File: src/rtl/serial_binary_adder_pkg.sv
// Shared definitions for the bit-serial adder: FSM state encoding and default width.
package serial_binary_adder_pkg;

    // Default operand/sum width in bits (must be >= 2).
    localparam int SBA_N_DEFAULT = 8;

    // Controller states; the encodings are fixed so other blocks and debug views agree.
    typedef enum logic [1:0] {
        ST_IDLE = 2'd0,
        ST_RUN  = 2'd1,
        ST_DONE = 2'd2
    } state_t;

    // Signed-overflow rule for the most significant bit: operands of equal sign
    // producing a sum bit of the opposite sign.
    function automatic logic msb_overflow(input logic a, input logic b, input logic s);
        return (a == b) && (s != a);
    endfunction

endpackage

File: src/rtl/serial_binary_adder_if.sv
// Request/result bundle of the bit-serial adder.
// master: the requester driving operands; slave: the adder itself.
interface serial_binary_adder_if
    import serial_binary_adder_pkg::*;
#(
    parameter int N = SBA_N_DEFAULT
);
    logic         start;
    logic [N-1:0] x;
    logic [N-1:0] y;
    logic         cIn;
    logic         ready;
    logic         done;
    logic [N-1:0] z;
    logic         c;
    logic         v;

    modport master (
        output start, x, y, cIn,
        input  ready, done, z, c, v
    );

    modport slave (
        input  start, x, y, cIn,
        output ready, done, z, c, v
    );
endinterface

File: src/rtl/serial_binary_adder_full_adder.sv
// Single-bit full adder built from gate primitives; one instance serves every bit slot.
module full_adder (
    output wire s,
    output wire co,
    input  wire a,
    input  wire b,
    input  wire ci
);
    wire w_axb;
    wire w_ab;
    wire w_cx;

    xor g_x0 (w_axb, a, b);
    xor g_x1 (s, w_axb, ci);
    and g_a0 (w_ab, a, b);
    and g_a1 (w_cx, w_axb, ci);
    or  g_o0 (co, w_ab, w_cx);
endmodule

File: src/rtl/serial_binary_adder.sv
// Bit-serial N-bit two's-complement adder: one full adder, LSB first, N clocks per add.
//
//  state   | meaning
//  --------+------------------------------------------------------------
//  ST_IDLE | waiting for start; ready=1; previous z/c/v held
//  ST_RUN  | one sum bit per clock shifted into z from the top
//  ST_DONE | one-cycle done strobe; z/c/v valid, then back to IDLE
module serial_binary_adder
    import serial_binary_adder_pkg::*;
#(
    parameter int N = SBA_N_DEFAULT
) (
    input  logic                 clk,
    input  logic                 rst,
    serial_binary_adder_if.slave bus
);
    localparam int             CW   = (N > 1) ? $clog2(N) : 1;
    localparam logic [CW-1:0]  LAST = CW'(N - 1);

    state_t        r_state;
    logic [CW-1:0] r_count;
    logic [N-1:0]  r_xs;
    logic [N-1:0]  r_ys;
    logic [N-1:0]  r_z;
    logic          r_carry;
    logic          r_c;
    logic          r_v;
    logic          r_done;

    logic          w_s;
    logic          w_co;
    logic          w_last;
    logic          w_accept;

    // The only arithmetic in the block: current LSBs plus the running carry.
    full_adder u_fa (
        .s  (w_s),
        .co (w_co),
        .a  (r_xs[0]),
        .b  (r_ys[0]),
        .ci (r_carry)
    );

    assign w_last   = (r_count == LAST);
    assign w_accept = bus.start && (r_state == ST_IDLE);

    // Controller, operand/result shift registers and result flags in one state machine.
    always_ff @(posedge clk or posedge rst) begin
        if (rst) begin
            r_state <= ST_IDLE;
            r_count <= '0;
            r_xs    <= '0;
            r_ys    <= '0;
            r_z     <= '0;
            r_carry <= 1'b0;
            r_c     <= 1'b0;
            r_v     <= 1'b0;
            r_done  <= 1'b0;
        end else begin
            case (r_state)
                ST_IDLE: begin
                    r_done <= 1'b0;
                    if (w_accept) begin
                        r_xs    <= bus.x;
                        r_ys    <= bus.y;
                        r_carry <= bus.cIn;
                        r_count <= '0;
                        r_z     <= '0;
                        r_c     <= 1'b0;
                        r_v     <= 1'b0;
                        r_state <= ST_RUN;
                    end
                end
                ST_RUN: begin
                    r_z     <= {w_s, r_z[N-1:1]};
                    r_xs    <= {1'b0, r_xs[N-1:1]};
                    r_ys    <= {1'b0, r_ys[N-1:1]};
                    r_carry <= w_co;
                    if (w_last) begin
                        // Bit N-1 is in the adder now: capture carry-out and sign overflow.
                        // The counter holds at N-1 rather than wrapping.
                        r_c     <= w_co;
                        r_v     <= msb_overflow(r_xs[0], r_ys[0], w_s);
                        r_done  <= 1'b1;
                        r_state <= ST_DONE;
                    end else begin
                        r_count <= r_count + 1'b1;
                    end
                end
                ST_DONE: begin
                    r_done  <= 1'b0;
                    r_state <= ST_IDLE;
                end
                default: begin
                    r_done  <= 1'b0;
                    r_state <= ST_IDLE;
                end
            endcase
        end
    end

    assign bus.ready = (r_state == ST_IDLE);
    assign bus.done  = r_done;
    assign bus.z     = r_z;
    assign bus.c     = r_c;
    assign bus.v     = r_v;

endmodule

File: src/flat_wrapper.sv
// flat-port wrapper written by rule: the top's interface ports become plain ports
module serial_binary_adder_flat import serial_binary_adder_pkg::*;
#(
    parameter int N = SBA_N_DEFAULT
)
  (clk, rst, bus_start, bus_x, bus_y, bus_cIn, bus_ready, bus_done, bus_z, bus_c, bus_v);
  serial_binary_adder_if #(.N(N)) bus_i ();
  input  logic clk;
  input  logic rst;
  input wire logic [$bits(bus_i.start)-1:0] bus_start;
  input wire logic [$bits(bus_i.x)-1:0] bus_x;
  input wire logic [$bits(bus_i.y)-1:0] bus_y;
  input wire logic [$bits(bus_i.cIn)-1:0] bus_cIn;
  output wire logic [$bits(bus_i.ready)-1:0] bus_ready;
  output wire logic [$bits(bus_i.done)-1:0] bus_done;
  output wire logic [$bits(bus_i.z)-1:0] bus_z;
  output wire logic [$bits(bus_i.c)-1:0] bus_c;
  output wire logic [$bits(bus_i.v)-1:0] bus_v;
  assign bus_i.start = bus_start;
  assign bus_i.x = bus_x;
  assign bus_i.y = bus_y;
  assign bus_i.cIn = bus_cIn;
  assign bus_ready = bus_i.ready;
  assign bus_done = bus_i.done;
  assign bus_z = bus_i.z;
  assign bus_c = bus_i.c;
  assign bus_v = bus_i.v;
  serial_binary_adder #(.N(N)) u_core (.clk(clk), .rst(rst), .bus(bus_i));
endmodule
File: config.mk
export PLATFORM = sky130hd
export DESIGN_NAME = serial_binary_adder_flat
export DESIGN_NICKNAME = d
export VERILOG_FILES = /design/src/rtl/serial_binary_adder_pkg.sv /design/src/rtl/serial_binary_adder_if.sv /design/src/rtl/serial_binary_adder_full_adder.sv /design/src/rtl/serial_binary_adder.sv /design/src/flat_wrapper.sv
export SDC_FILE = /design/constraint.sdc
export NUM_CORES = 1
export LEC_CHECK = 0
export CAP_MARGIN = 20
export CORE_ASPECT_RATIO = 2
export CORE_MARGIN = 10
export CORE_UTILIZATION = 40
export CTS_CLUSTER_DIAMETER = 200
export DETAILED_ROUTE_END_ITERATION = 10
export DONT_BUFFER_PORTS = 1
export PLACE_DENSITY = 0.68
export SLEW_MARGIN = 10
export SYNTH_ARGS = -nofsm -noshare
export SYNTH_HDL_FRONTEND = slang
export SYNTH_SLANG_ARGS = --single-unit
File: constraint.sdc
create_clock -name clk -period 1.4 [get_ports clk]
set_clock_uncertainty 0.05 [all_clocks]
set_input_delay 0.28 -clock clk [delete_from_list [all_inputs] [get_ports clk]]
set_output_delay 0.28 -clock clk [all_outputs]
set_load 0.005 [all_outputs]
==> impl_metrics.toml <==
[status]
outcome = "finished, violations left"
violations = "negative setup slack"

[route]
first_iter_violations = 28
final_antenna_net_count = 0
drc_errors = 0
top_layer = "met4"
wl_microns = 3652
vias = 1130
dr_wl_met2_microns = 1951
vias_per_cell = 5.407
drt-met1-wl_microns = 1386
firstDrtPassIters = 4
wl_per_cell_microns = 17.47
met3WireLength_microns = 218

[yosys]
synth_edf_count = 0
yosysTopAreaCell = "dfrtp_1"
synth_warnings = 0
synthMuxAreaShare = 0.02152
synth_xor_area_frac = 0.005795
synth.avg_cell_area_sq_um = 11.36
ys.flop_type = "dfrtp_1"
synth.area.top_cells = "dfrtp_1, a22o_1, a22oi_1, nand2_1, o21ai_1"
syn_nets = 157
synth_seq_cells = 33
syn_inst = 133
synthSimpleGateAreaFrac = 0.07699
yosysSeqAreaShare = 0.5464
yosys.area.top_type_share = 0.5464
ys_types = 25
synth_adder_area_share = 0.03808
syn_area_sq_mm = 0.001511
synth_compound_area_frac = 0.2417
async_flop_share = 1.000
synth_top_family_by_area = "compound AO/OA/AOI/OAI gates"

[global_routing]
overflow = 0
grt_pass1_wl_microns = 5623
grt_max_degree = 34
grt_pass1_vias = 1169
grt_usage = 0.1040
antenna_found_initial = 0

[setup_path]
cp_num_buf_inv = 0
max_stage_delay_ns = 0.38
crit_path_start_kind = "flop"
path_delay_family = "adder cells"
crit_cells = 4
cp_cell_sequence = "ha_2 > ha_4 > mux2_4 > a22o_1"
cp_slowest_cell = "dfrtp_1"
critPathKind = "reg2reg"
ff2ff_setup_slack_ns = -0.04
end_kind = "flop"
reg2reg_depth = 4
worstPathMaxFanout = 7
crit_arrival_ns = 1.55
crit_required_ns = 1.52

[layout]
final_common_cell = "dfrtp_1"
stdcell_area_sq_mm = 0.001882
drive_gt1_frac = 0.3000
fillers = 341
layout-area-overhead-vs-synth_pct = 24.50
final_cell_mix = "dfrtp_1, buf_4, nand2_1"
antenna_cells = 0
final_net_count = 184

[pwr]
switching_share = 0.3365
p_int_mw = 2.601
seq_power_share = 0.402
clkPwrFrac = 0.179
p_sw_mw = 1.319
p_leak_nw = 0.8613
vdd_drop_max_v = 0.001178
combPwrFrac = 0.418
powerDensity_mw_per_mm2 = 2083

[timing]
fin_crit_sh = 1.026
fmax_mhz = 696.3
setup_slack_ns = -0.03616
hold_viol_final = 0
relSlewSlack = 0.7151
setup-violations-final = 2
rsz0062_at_grt = "true"
min_period_ns = 1.436
final-max-slew-violation-count = 0
tightest_slew_ns = 0.4262

[run]
cap_violations = 0

[clock_network]
htreeDepth = 2
clk_pin_slew_ns = 0.07
numCtsBuffers = 5
cts-root-buf = "clkbuf_8"
cts_tree = "built"
clk_latency_ns = 0.28
cts_sinks = 33
clockBufferDepth = 2

[floorplanning]
start_util = 0.4146
fp.dieH_microns = 106.9
rows = 31
coreArea_sq_mm = 0.003646
die_w_microns = 63.47
die_area_sq_mm = 0.006786
pin_count = 32

[placement]
place_congestion = 0.7128
dp_slack_ns = -0.03033
placed_area_sq_mm = 0.001619
portBuffers = 0
hpwl_microns = 2423

[min_path]
hold_path.class = "in2reg"
holdPathStages = 1
[metrics by stage]
stage                     setup TNS, ns  std cells  hold WS, ns    util  total power [mW]
after global placement                0        185       0.2279  0.4441             2.836
after CTS                      -0.05393        200       0.1060  0.4914             3.783
after floorplan                -0.07469        133       0.3589       -             2.573
after detailed placement       -0.06689        185       0.2390  0.4441             2.925
final                          -0.05367        209       0.1129  0.5161             3.920
after global routing            -0.2259        209       0.1047  0.5161             4.187
[synthesized netlist by cell type (3+ instances only)]
cell type / number
nor2_1: 5
a22oi_1: 14
buf_6: 4
nand2_1: 16
o21ai_1: 9
a22o_1: 13
inv_1: 5
buf_2: 3
buf_4: 3
o21ai_0: 7
dfrtp_1: 33
ha_1: 3
[logic make-up (layout without fill, tap and decap cells)]
kind of cell	after synthesis	in the layout
buf+inv	16	42
fa+ha+maj	4	4
simple gates	26	26
xor+xnor	1	1
compound gates	50	51
mux	3	3
flops	33	33
[metal layers]
metal | up-vias | global-route usage
li1 | 527 | -
met1 | 563 | 0.1053
met2 | 31 | 0.1835
met3 | 9 | 0.03128
met4 | 0 | 0.05818
met5 | - | 0
[path summary, 6_finish.rpt]
path	start	endpoint
setup / recovery	u_core.r_count[0]$_DFFE_PP0P_	u_core.bus.c$_DFFE_PP0P_
hold / removal	bus_start	u_core.r_ys[7]$_DFFE_PP0P_
setup reg to reg	u_core.r_count[0]$_DFFE_PP0P_	u_core.bus.c$_DFFE_PP0P_
hold reg to reg	u_core.r_ys[3]$_DFFE_PP0P_	u_core.r_ys[3]$_DFFE_PP0P_
max in group asynchronous	rst	u_core.r_state[1]$_DFFE_PP0P_
min in group asynchronous	rst	u_core.r_xs[0]$_DFFE_PP0P_
[worst register-to-register path, cell delays in order (launching register included)]
cell and delay (ns):
dfrtp_1 0.38, ha_2 0.21, ha_4 0.19, mux2_4 0.30, a22o_1 0.20
[state kept, by name, summed over array words and instances (netlist names)]
signal and count:
u_core.bus.z 8, u_core.r_count 3, u_core.r_ys 8, u_core.r_carry 1, u_core.r_state 2, u_core.bus.c 1
u_core.r_xs 8, u_core.bus.v 1, u_core.bus.done 1
[cell type report]
type,count,area (sq um),area share
Timing Repair Buffer,30,255.2,0.1356
Sequential cell,33,827.0,0.4395
Tap cell,49,61.31,0.03258
Clock buffer,7,86.33,0.04588
Multi-Input combinational cell,85,633.1,0.3364
Inverter,5,18.77,0.009973
[timing repair]
action,in CTS,in global routing
pin swaps,2,1
hold buffers,1,0
setup buffers,6,9
gates resized for setup,6,6
gates cloned,1,0
endpoints found under the setup margin,4,8
hold endpoints to repair,33,0
[power by group through the flow]
stage,logic (mW),registers (mW),clock network [mW]
final,1.64,1.58,0.703
after global routing,1.81,1.62,0.757
after CTS,1.48,1.58,0.725
after detailed placement,1.32,1.60,0
after global placement,1.26,1.58,0
after floorplan,1.06,1.52,0
Note: power is estimated with default switching activity, not from simulation.
